==> src/rtl/alu_seq_unit.sv <==
// Handshaked W-bit ALU execution unit: ADD, LSH, RSH, XOR, AND, SUB, CLR with flags and tag passthrough.
// Shifts iterate one bit per cycle; define ALU_BARREL_EN for single-cycle barrel shifts.
module alu_seq_unit #(
  parameter int W     = 8,
  parameter int TAG_W = 2,
  localparam int SHW  = $clog2(W)
) (
  input  logic             clk,
  input  logic             rst_n,
  input  logic             in_valid,
  output logic             in_ready,
  input  logic [2:0]       in_op,
  input  logic [W-1:0]     in_a,
  input  logic [W-1:0]     in_b,
  input  logic [TAG_W-1:0] in_tag,
  output logic             out_valid,
  input  logic             out_ready,
  output logic [W-1:0]     out_result,
  output logic             out_zero,
  output logic             out_carry,
  output logic             out_err,
  output logic [TAG_W-1:0] out_tag
);

  localparam logic [2:0] OP_ADD = 3'b000;
  localparam logic [2:0] OP_LSH = 3'b001;
  localparam logic [2:0] OP_RSH = 3'b010;
  localparam logic [2:0] OP_XOR = 3'b011;
  localparam logic [2:0] OP_AND = 3'b100;
  localparam logic [2:0] OP_SUB = 3'b101;
  localparam logic [2:0] OP_CLR = 3'b110;
  localparam logic [2:0] OP_ILL = 3'b111;

  typedef enum logic [1:0] {IDLE, SHIFT, DONE} state_t;

  state_t         state_q, state_d;
  logic [W-1:0]   work_q;
  logic [SHW-1:0] cnt_q;
  logic           left_q;
  logic           accept;
  logic           is_shift;
  logic [SHW-1:0] k_in;
  logic [W:0]     eval_res;
  logic [W:0]     step_res;
  logic           last_step;

  // Returns {carry, result}; the extra bit catches the last bit shifted out,
  // and shifts of k > W naturally leave both carry and result at zero.
  function automatic logic [W:0] shift_by(input logic left, input logic [W-1:0] a,
                                          input logic [SHW-1:0] k);
    logic [W:0] wide;
    if (left) begin
      wide = {1'b0, a} << k;
      return wide;
    end
    wide = {a, 1'b0} >> k;
    return {wide[0], wide[W:1]};
  endfunction

  // Single-cycle evaluation, {carry, result}; iterative shifts only use the k == 0 case here.
  function automatic logic [W:0] alu_eval(input logic [2:0] op, input logic [W-1:0] a,
                                          input logic [W-1:0] b);
    logic [W:0] r;
    r = '0;
    case (op)
      OP_ADD: r = {1'b0, a} + {1'b0, b};
      OP_SUB: r = {1'b0, a} - {1'b0, b};
`ifdef ALU_BARREL_EN
      OP_LSH, OP_RSH: r = shift_by(op == OP_LSH, a, b[SHW-1:0]);
`else
      OP_LSH, OP_RSH: r = {1'b0, a};
`endif
      OP_XOR: r = {1'b0, a ^ b};
      OP_AND: r = {1'b0, a & b};
      OP_CLR: r = '0;
      default: r = '0;
    endcase
    return r;
  endfunction

  assign accept    = in_valid && (state_q == IDLE);
  assign is_shift  = (in_op == OP_LSH) || (in_op == OP_RSH);
  assign k_in      = in_b[SHW-1:0];
  assign eval_res  = alu_eval(in_op, in_a, in_b);
  assign step_res  = shift_by(left_q, work_q, SHW'(1));
  assign last_step = (state_q == SHIFT) && (cnt_q == SHW'(1));
  assign in_ready  = (state_q == IDLE);
  assign out_valid = (state_q == DONE);

  always_comb begin
    state_d = state_q;
    case (state_q)
      IDLE: begin
        if (in_valid) begin
`ifdef ALU_BARREL_EN
          state_d = DONE;
`else
          state_d = (is_shift && (k_in != '0)) ? SHIFT : DONE;
`endif
        end
      end
      SHIFT:   if (cnt_q == SHW'(1)) state_d = DONE;
      DONE:    if (out_ready) state_d = IDLE;
      default: state_d = IDLE;
    endcase
  end

  always_ff @(posedge clk or negedge rst_n) begin
    if (!rst_n) state_q <= IDLE;
    else        state_q <= state_d;
  end

  // Working shift register and counter carry no reset; they are only read in SHIFT.
  always_ff @(posedge clk) begin
    if (accept) begin
      work_q <= in_a;
      cnt_q  <= k_in;
      left_q <= (in_op == OP_LSH);
    end else if (state_q == SHIFT) begin
      work_q <= step_res[W-1:0];
      cnt_q  <= cnt_q - SHW'(1);
    end
  end

  always_ff @(posedge clk or negedge rst_n) begin
    if (!rst_n) begin
      out_result <= '0;
      out_zero   <= 1'b0;
      out_carry  <= 1'b0;
      out_err    <= 1'b0;
      out_tag    <= '0;
    end else if (accept) begin
      out_result <= eval_res[W-1:0];
      out_zero   <= (eval_res[W-1:0] == '0);
      out_carry  <= eval_res[W];
      out_err    <= (in_op == OP_ILL);
      out_tag    <= in_tag;
    end else if (last_step) begin
      out_result <= step_res[W-1:0];
      out_zero   <= (step_res[W-1:0] == '0);
      out_carry  <= step_res[W];
      out_err    <= 1'b0;
    end
  end

endmodule

==> config.mk <==
export PLATFORM = sky130hd
export DESIGN_NAME = alu_seq_unit
export DESIGN_NICKNAME = d
export VERILOG_FILES = /design/src/rtl/alu_seq_unit.sv
export SDC_FILE = /design/constraint.sdc
export NUM_CORES = 1
export LEC_CHECK = 0
export ABC_AREA = 1
export BUFFER_PORTS_ARGS = -buffer_cell sky130_fd_sc_hd__buf_4
export CAP_MARGIN = 20
export CORE_MARGIN = 5
export CORE_UTILIZATION = 45
export CTS_CLUSTER_SIZE = 14
export DETAILED_ROUTE_END_ITERATION = 6
export PLACE_DENSITY = 0.63
export SKIP_LAST_GASP = 1
export SLEW_MARGIN = 0
export SYNTH_ARGS = -nofsm -noshare
export SYNTH_HDL_FRONTEND = slang
export SYNTH_SLANG_ARGS = --single-unit
==> constraint.sdc <==
create_clock -name clk -period 2.45 [get_ports clk]
set_input_delay 0.1225 -clock clk [delete_from_list [all_inputs] [get_ports clk]]
set_output_delay 0.1225 -clock clk [all_outputs]
set_load 0.005 [all_outputs]
### After elaboration in Yosys (flattened, before gate mapping)

Index checks and enable logic that the tools add are counted.
Widths: inputs -> output; s select.

* register bits: 27
* latch bits: 0
* bits in writable memories: 0
* bits in read-only memories: 0
* input port bits: 25
* output and inout bits: 15
* word-level logic and storage cells: 60
* memories kept: 0

* add/subtract/negate cells: 3
* multiply operators: 0
* div/mod/pow operators: 0
* order comparisons: 0
* eq/ne operators: 12
* shift operators: 0
* muxes and demuxes: 21
* bitwise gates (word level): 2
* reduce and logical (&&, ||, !) cells: 13

Operator list (count)
* $pmux 9 s5: 1
* $mux 8: 4
* $mux 9: 2
* $logic_not 8->1: 2
* $add 8x8->9: 1
* $eq 3x3->1 const B: 3
* $sub 8x8->9: 1
* $and 8x8->8: 1
* $mux 2: 4
* $xor 8x8->8: 1
* $mux 1: 7
* $eq 3x1->1 const B: 2
* $eq 3x2->1 const B: 2
* $mux 3: 2
* $pmux 2 s3: 1
* $ne 2x1->1 const B: 2
* $reduce_bool 2->1: 2
* $logic_and 1x1->1: 3
* $logic_not 3->1: 1
* $reduce_and 3->1: 1
* $reduce_bool 3->1: 1
* $sub 3x1->3 const B: 1
* $eq 2x1->1 const B: 1
* $eq 2x2->1 const B: 1
* 4 further kinds: 4

### Depth between registers and ports, before layout

* depth after elaboration: 6
* gate-level depth with buffers: 19
* depth with buffers taken out: 19

### Least setup slack after synthesis

Ideal clock, no wire load.

* kind: input to register
* from: input in_op[2]
* to: register out_zero
* setup time: 0.073 ns
* data arrival time: 2.037 ns
* required time: 2.377 ns
* setup slack: 0.340 ns
* stages on the path: 16
* buffers on the path: 1
* path through: buf_4 -> nand3_2 -> inv_1 -> or2_2 -> xor2_1 -> inv_1 -> ha_1 -> nand2_1 -> inv_1 -> a21oi_1 -> nand3_1 -> nand3_1 -> nand2_1 -> nor2_1 -> nand2_1 -> a21oi_2

* cells in the longest elaborated chain, start to end: 5
* elaborated cells on any way between the ends: 10
* classes of those cells: eq/ne: 5; mux: 2; reduce/logical: 3

Ends and longest elaborated chain
* from (decl): line 12 `input logic [2:0] in_op,`
* $eq 3x1->1 or $eq 3x2->1 (tied branches): line 65 `case (op)`
* $reduce_or 2->1: line 65
* $pmux 9 s5 (*): line 65
* $logic_not 8->1 (*): line 134 `out_zero <= (eval_res[W-1:0] == '0);`
* $mux 1 (*): line 132 `end else if (accept) begin`
* to (signal assigned): line 134
* to (signal assigned): line 140 `out_zero <= (step_res[W-1:0] == '0);`
* to (decl): line 19 `output logic out_zero,`

Mark *: on every way between the ends. The rest lies on a longest branch, timed or not.
A chain may end at the register's enable or synchronous reset.

### Final worst setup path

* from: input in_b[2]
* to: register out_carry

* cells in the longest elaborated chain, start to end: 3
* elaborated cells on any way between the ends: 4
* classes of those cells: add/sub: 2; mux: 2

Ends and longest elaborated chain
* from (decl): line 14 `input logic [W-1:0] in_b,`
* $sub 8x8->9 or $add 8x8->9 (tied branches): line 67, 66
* $pmux 9 s5 (*): line 65
* $mux 1 (*): line 132
* to (signal assigned): line 135 `out_carry <= eval_res[W];`
* to (signal assigned): line 141 `out_carry <= step_res[W];`
* to (decl): line 20 `output logic out_carry,`

Marks and branches as above.

==> run_summary.xml <==
<?xml version="1.0" encoding="UTF-8"?>
<metrics>
  <group name="final_layout">
    <metric name="finalNetCount" unit="">430</metric>
    <metric name="fraction_of_layout_instances_using_a_drive_strength_above_1" unit="%">17.8</metric>
    <metric name="antenna_cells" unit="">0</metric>
    <metric name="area_growth" unit="%">16.9</metric>
    <metric name="instances_no_fill" unit="">453</metric>
  </group>
  <group name="detailed_routing">
    <metric name="drt-vias-per-instance" unit="">4.96</metric>
    <metric name="drt-initial-drc-count" unit="">98</metric>
    <metric name="num_vias" unit="">2246</metric>
    <metric name="avgRoutedWirePerCell" unit="um">13.3</metric>
    <metric name="postRouteWirelength" unit="um">6030</metric>
    <metric name="antenna_left" unit="">0</metric>
    <metric name="drt-pass1-iter-count" unit="">4</metric>
    <metric name="drc_errors" unit="">0</metric>
  </group>
  <group name="sta">
    <metric name="finalClockSkew" unit="ps">2.62</metric>
    <metric name="worstMarginPinSlew" unit="ps">586</metric>
    <metric name="hold_viol" unit="">0</metric>
    <metric name="layout_min_cycle_time" unit="ps">2110</metric>
    <metric name="fin_setup_tns" unit="ps">0</metric>
    <metric name="rsz0062_at_grt" unit="">false</metric>
    <metric name="maxSlewHeadroom" unit="%">60.9</metric>
    <metric name="min_period_over_period" unit="%">86.1</metric>
    <metric name="number_of_setup_violations_in_the_final_report" unit="">0</metric>
    <metric name="maxSlewViolCount" unit="">0</metric>
    <metric name="timing.hold.ws" unit="ps">43.4</metric>
    <metric name="maxClockFrequency" unit="MHz">474</metric>
  </group>
  <group name="floorplanning">
    <metric name="std_cell_rows" unit="">26</metric>
    <metric name="io_pins" unit="">40</metric>
    <metric name="die_h" unit="um">82.8</metric>
    <metric name="dieWidth" unit="um">82.8</metric>
    <metric name="start_util" unit="%">46.4</metric>
    <metric name="core-area" unit="sq mm">0.00514</metric>
    <metric name="die_area" unit="sq mm">0.00686</metric>
  </group>
  <group name="global_routing">
    <metric name="first_global_vias" unit="">2082</metric>
    <metric name="grt_start_max_net_pins" unit="">22</metric>
    <metric name="overflow" unit="">0</metric>
    <metric name="number_of_antenna_violations_at_the_first_check_in_global_routing" unit="">0</metric>
    <metric name="grt_first_pass_wirelength" unit="um">10200</metric>
    <metric name="grtUsageTotal" unit="%">17.9</metric>
  </group>
  <group name="worst_hold_path">
    <metric name="hold_path_startpoint" unit="">in_tag[0]</metric>
    <metric name="hold_path_class" unit="">primary input to register</metric>
  </group>
  <group name="synth">
    <metric name="synth_top_family_by_area" unit="">simple AND/OR/NAND/NOR gates</metric>
    <metric name="ys_top_cells_by_area" unit="">nand2_1, dfrtp_1, edfxtp_1</metric>
    <metric name="yosysSeqAreaShare" unit="%">30.8</metric>
    <metric name="synth.top_cells.by_count" unit="">nand2_1, inv_1, nor2_1</metric>
    <metric name="area_fraction_in_compound_gates_after_synthesis" unit="%">11.6</metric>
    <metric name="post_synth_xor_xnor_area" unit="%">2.57</metric>
    <metric name="synth_cells" unit="">344</metric>
    <metric name="yosysTopAreaCell" unit="">nand2_1</metric>
    <metric name="yosys.area_share.simple" unit="%">32.4</metric>
    <metric name="postSynthRegisterBits" unit="">27</metric>
    <metric name="area_of_the_mapped_netlist" unit="sq mm">0.00239</metric>
    <metric name="synth_top_area_share" unit="%">16.2</metric>
    <metric name="async_reset_ff_share" unit="%">55.6</metric>
    <metric name="synth_enable_flop_cells" unit="">12</metric>
    <metric name="yosys_warns" unit="">0</metric>
    <metric name="synth_adder_area_share" unit="%">11.3</metric>
    <metric name="net_count_after_synthesis" unit="">390</metric>
    <metric name="synthMuxAreaShare" unit="%">0</metric>
    <metric name="synth.avg_cell_area" unit="sq um">6.94</metric>
    <metric name="yosysUniqueCellTypes" unit="">36</metric>
    <metric name="yosys_most_used_dff" unit="">dfrtp_1</metric>
    <metric name="synth.most_common_cell" unit="">nand2_1</metric>
  </group>
  <group name="place">
    <metric name="placed_cells" unit="">448</metric>
    <metric name="port_buffers" unit="">39</metric>
    <metric name="place.gp.congestion" unit="">0.878</metric>
    <metric name="detailed_place_hpwl" unit="um">4890</metric>
  </group>
  <group name="clock_network">
    <metric name="clockBufferDepth" unit="">2</metric>
    <metric name="tritoncts" unit="">yes</metric>
    <metric name="clock_sink_count" unit="">27</metric>
    <metric name="clock_latency_reported_for_the_late_side_of_the_worst_skew_pair" unit="ps">280</metric>
    <metric name="cts_htree_levels" unit="">1</metric>
    <metric name="cts_made_buffers" unit="">3</metric>
    <metric name="clock_transition_at_the_register_clock_pins_on_the_worst_setup_and_hold_paths_after_cts" unit="ps">90</metric>
    <metric name="cts-resized-gates" unit="">0</metric>
    <metric name="clk_root_buffer_cell" unit="">clkbuf_8</metric>
  </group>
  <group name="pwr">
    <metric name="clock_power_share" unit="%">11.4</metric>
    <metric name="cellPowerDensity" unit="mW/mm^2">818</metric>
    <metric name="internal_power" unit="uW">1360</metric>
    <metric name="p_comb_share" unit="%">50.3</metric>
    <metric name="switching_share" unit="%">40.5</metric>
    <metric name="design_power_total" unit="uW">2280</metric>
    <metric name="worst_ir_drop_on_vdd" unit="mV">0.347</metric>
    <metric name="power.static_leakage" unit="uW">0.00150</metric>
    <metric name="power.net_switching" unit="uW">924</metric>
    <metric name="p_seq_share" unit="%">38.4</metric>
  </group>
  <group name="critical_path">
    <metric name="path_max_fanout" unit="">6</metric>
    <metric name="data_arrival_time_at_the_worst_slack_endpoint" unit="ps">2310</metric>
    <metric name="r2r_start" unit="">state_q[1]$_DFFE_PN0P_</metric>
    <metric name="startpoint_class" unit="">primary input</metric>
    <metric name="worst_ep_required" unit="ps">2650</metric>
    <metric name="critPathLaunch" unit="">in_b[2]</metric>
    <metric name="critPathKind" unit="">primary input to register</metric>
    <metric name="worstSetupEndpointType" unit="">register</metric>
  </group>
  <group name="job">
    <metric name="maxCapViolCount" unit="">0</metric>
  </group>
  <group name="status">
    <metric name="outcome" unit="">completed</metric>
  </group>
</metrics>
power groups by stage:
stage / Clock, uW / Sequential (uW) / Combinational [uW]
CTS: 262 / 878 / 1160
finish: 259 / 876 / 1150
global placement: 0 / 881 / 1160
global route: 282 / 903 / 1330
detailed placement: 0 / 889 / 1160
floorplan: 0 / 862 / 758
placed cells by master (no fill, tap or decap), types with 9 or more instances in the layout:
cell	count
a21oi_1	11
a31oi_1	9
buf_4	41
dfrtp_1	15
edfxtp_1	12
ha_1	20
inv_1	54
nand2_1	103
nand3_1	17
nor2_1	30
o21ai_0	20
registers in the layout, indices dropped and copies added, names as in the netlist:
register and cells:
work_q 8, out_tag 2, out_carry 1, state_q 2
cnt_q 3, out_result 8, out_err 1, out_zero 1
left_q 1
worst max-delay path: stages:
cell and delay (ps):
buf_4 140, nor3_1 200, inv_1 90, nor3_1 200, or2_2 160, xor2_1 130
inv_1 60, ha_1 330, a21oi_1 250, o21a_1 160, o31ai_1 80, a21oi_1 110
o21ai_0 120, a21oi_1 170
area by class of cell:
| class | count | area (sq um) |
|---|---|---|
| flip-flops and latches | 27 | 736 |
| inverters | 57 | 219 |
| fillers | 536 | 2350 |
| clock inverters | 1 | 5.00 |
| well taps | 70 | 87.6 |
| clock buffers | 3 | 41.3 |
| multi-input cells | 253 | 1380 |
| repair buffers | 42 | 318 |
metrics by stage:
stage                     utilization, %  cell area (sq um)  setup WS, ps
final                               54.3               2790           341
after global routing                54.3               2790          99.6
after CTS                           54.3               2790           367
after detailed placement            53.2               2730          81.0
after global placement              53.2               2730          95.1
after floorplan                        -               2390           340
worst paths after layout:
kind	endpoint	slack, ps	cells after the start
worst min-delay path	out_tag[0]$_DFFE_PN0P_	40	3
max in group asynchronous	out_result[2]$_DFFE_PN0P_	2030	2
min in group asynchronous	out_zero$_DFFE_PN0P_	240	2
worst max register to register	work_q[0]$_DFFE_PP_	560	5
worst max-delay path	out_carry$_DFFE_PN0P_	340	14
worst min register to register	out_tag[1]$_DFFE_PN0P_	490	2
layer usage:
metal / global-route usage (%) / up-vias / wire, um
met1: 23.9 / 1016 / 2830
met2: 30.1 / 40 / 2850
met4: 6.69 / 0 / 138
li1: - / 1179 / -
met3: 1.29 / 11 / 205
met5: 0 / - / 0
cells by family (layout without fill, tap and decap cells):
| kind of cell | Yosys count | count (layout) |
|---|---|---|
| adder cells (fa/ha/maj) | 21 | 21 |
| AO/OA/AOI/OAI | 48 | 48 |
| buffers and inverters | 64 | 103 |
| AND/OR/NAND/NOR | 177 | 177 |
| flip-flops | 27 | 27 |
| XOR/XNOR | 7 | 7 |
what timing repair did:
action	in CTS	in global routing
hold buffers	1	0
setup endpoints to repair	0	0
endpoints found under the hold margin	15	0
setup buffers	0	0
Note: power is estimated with default switching activity, not from simulation.
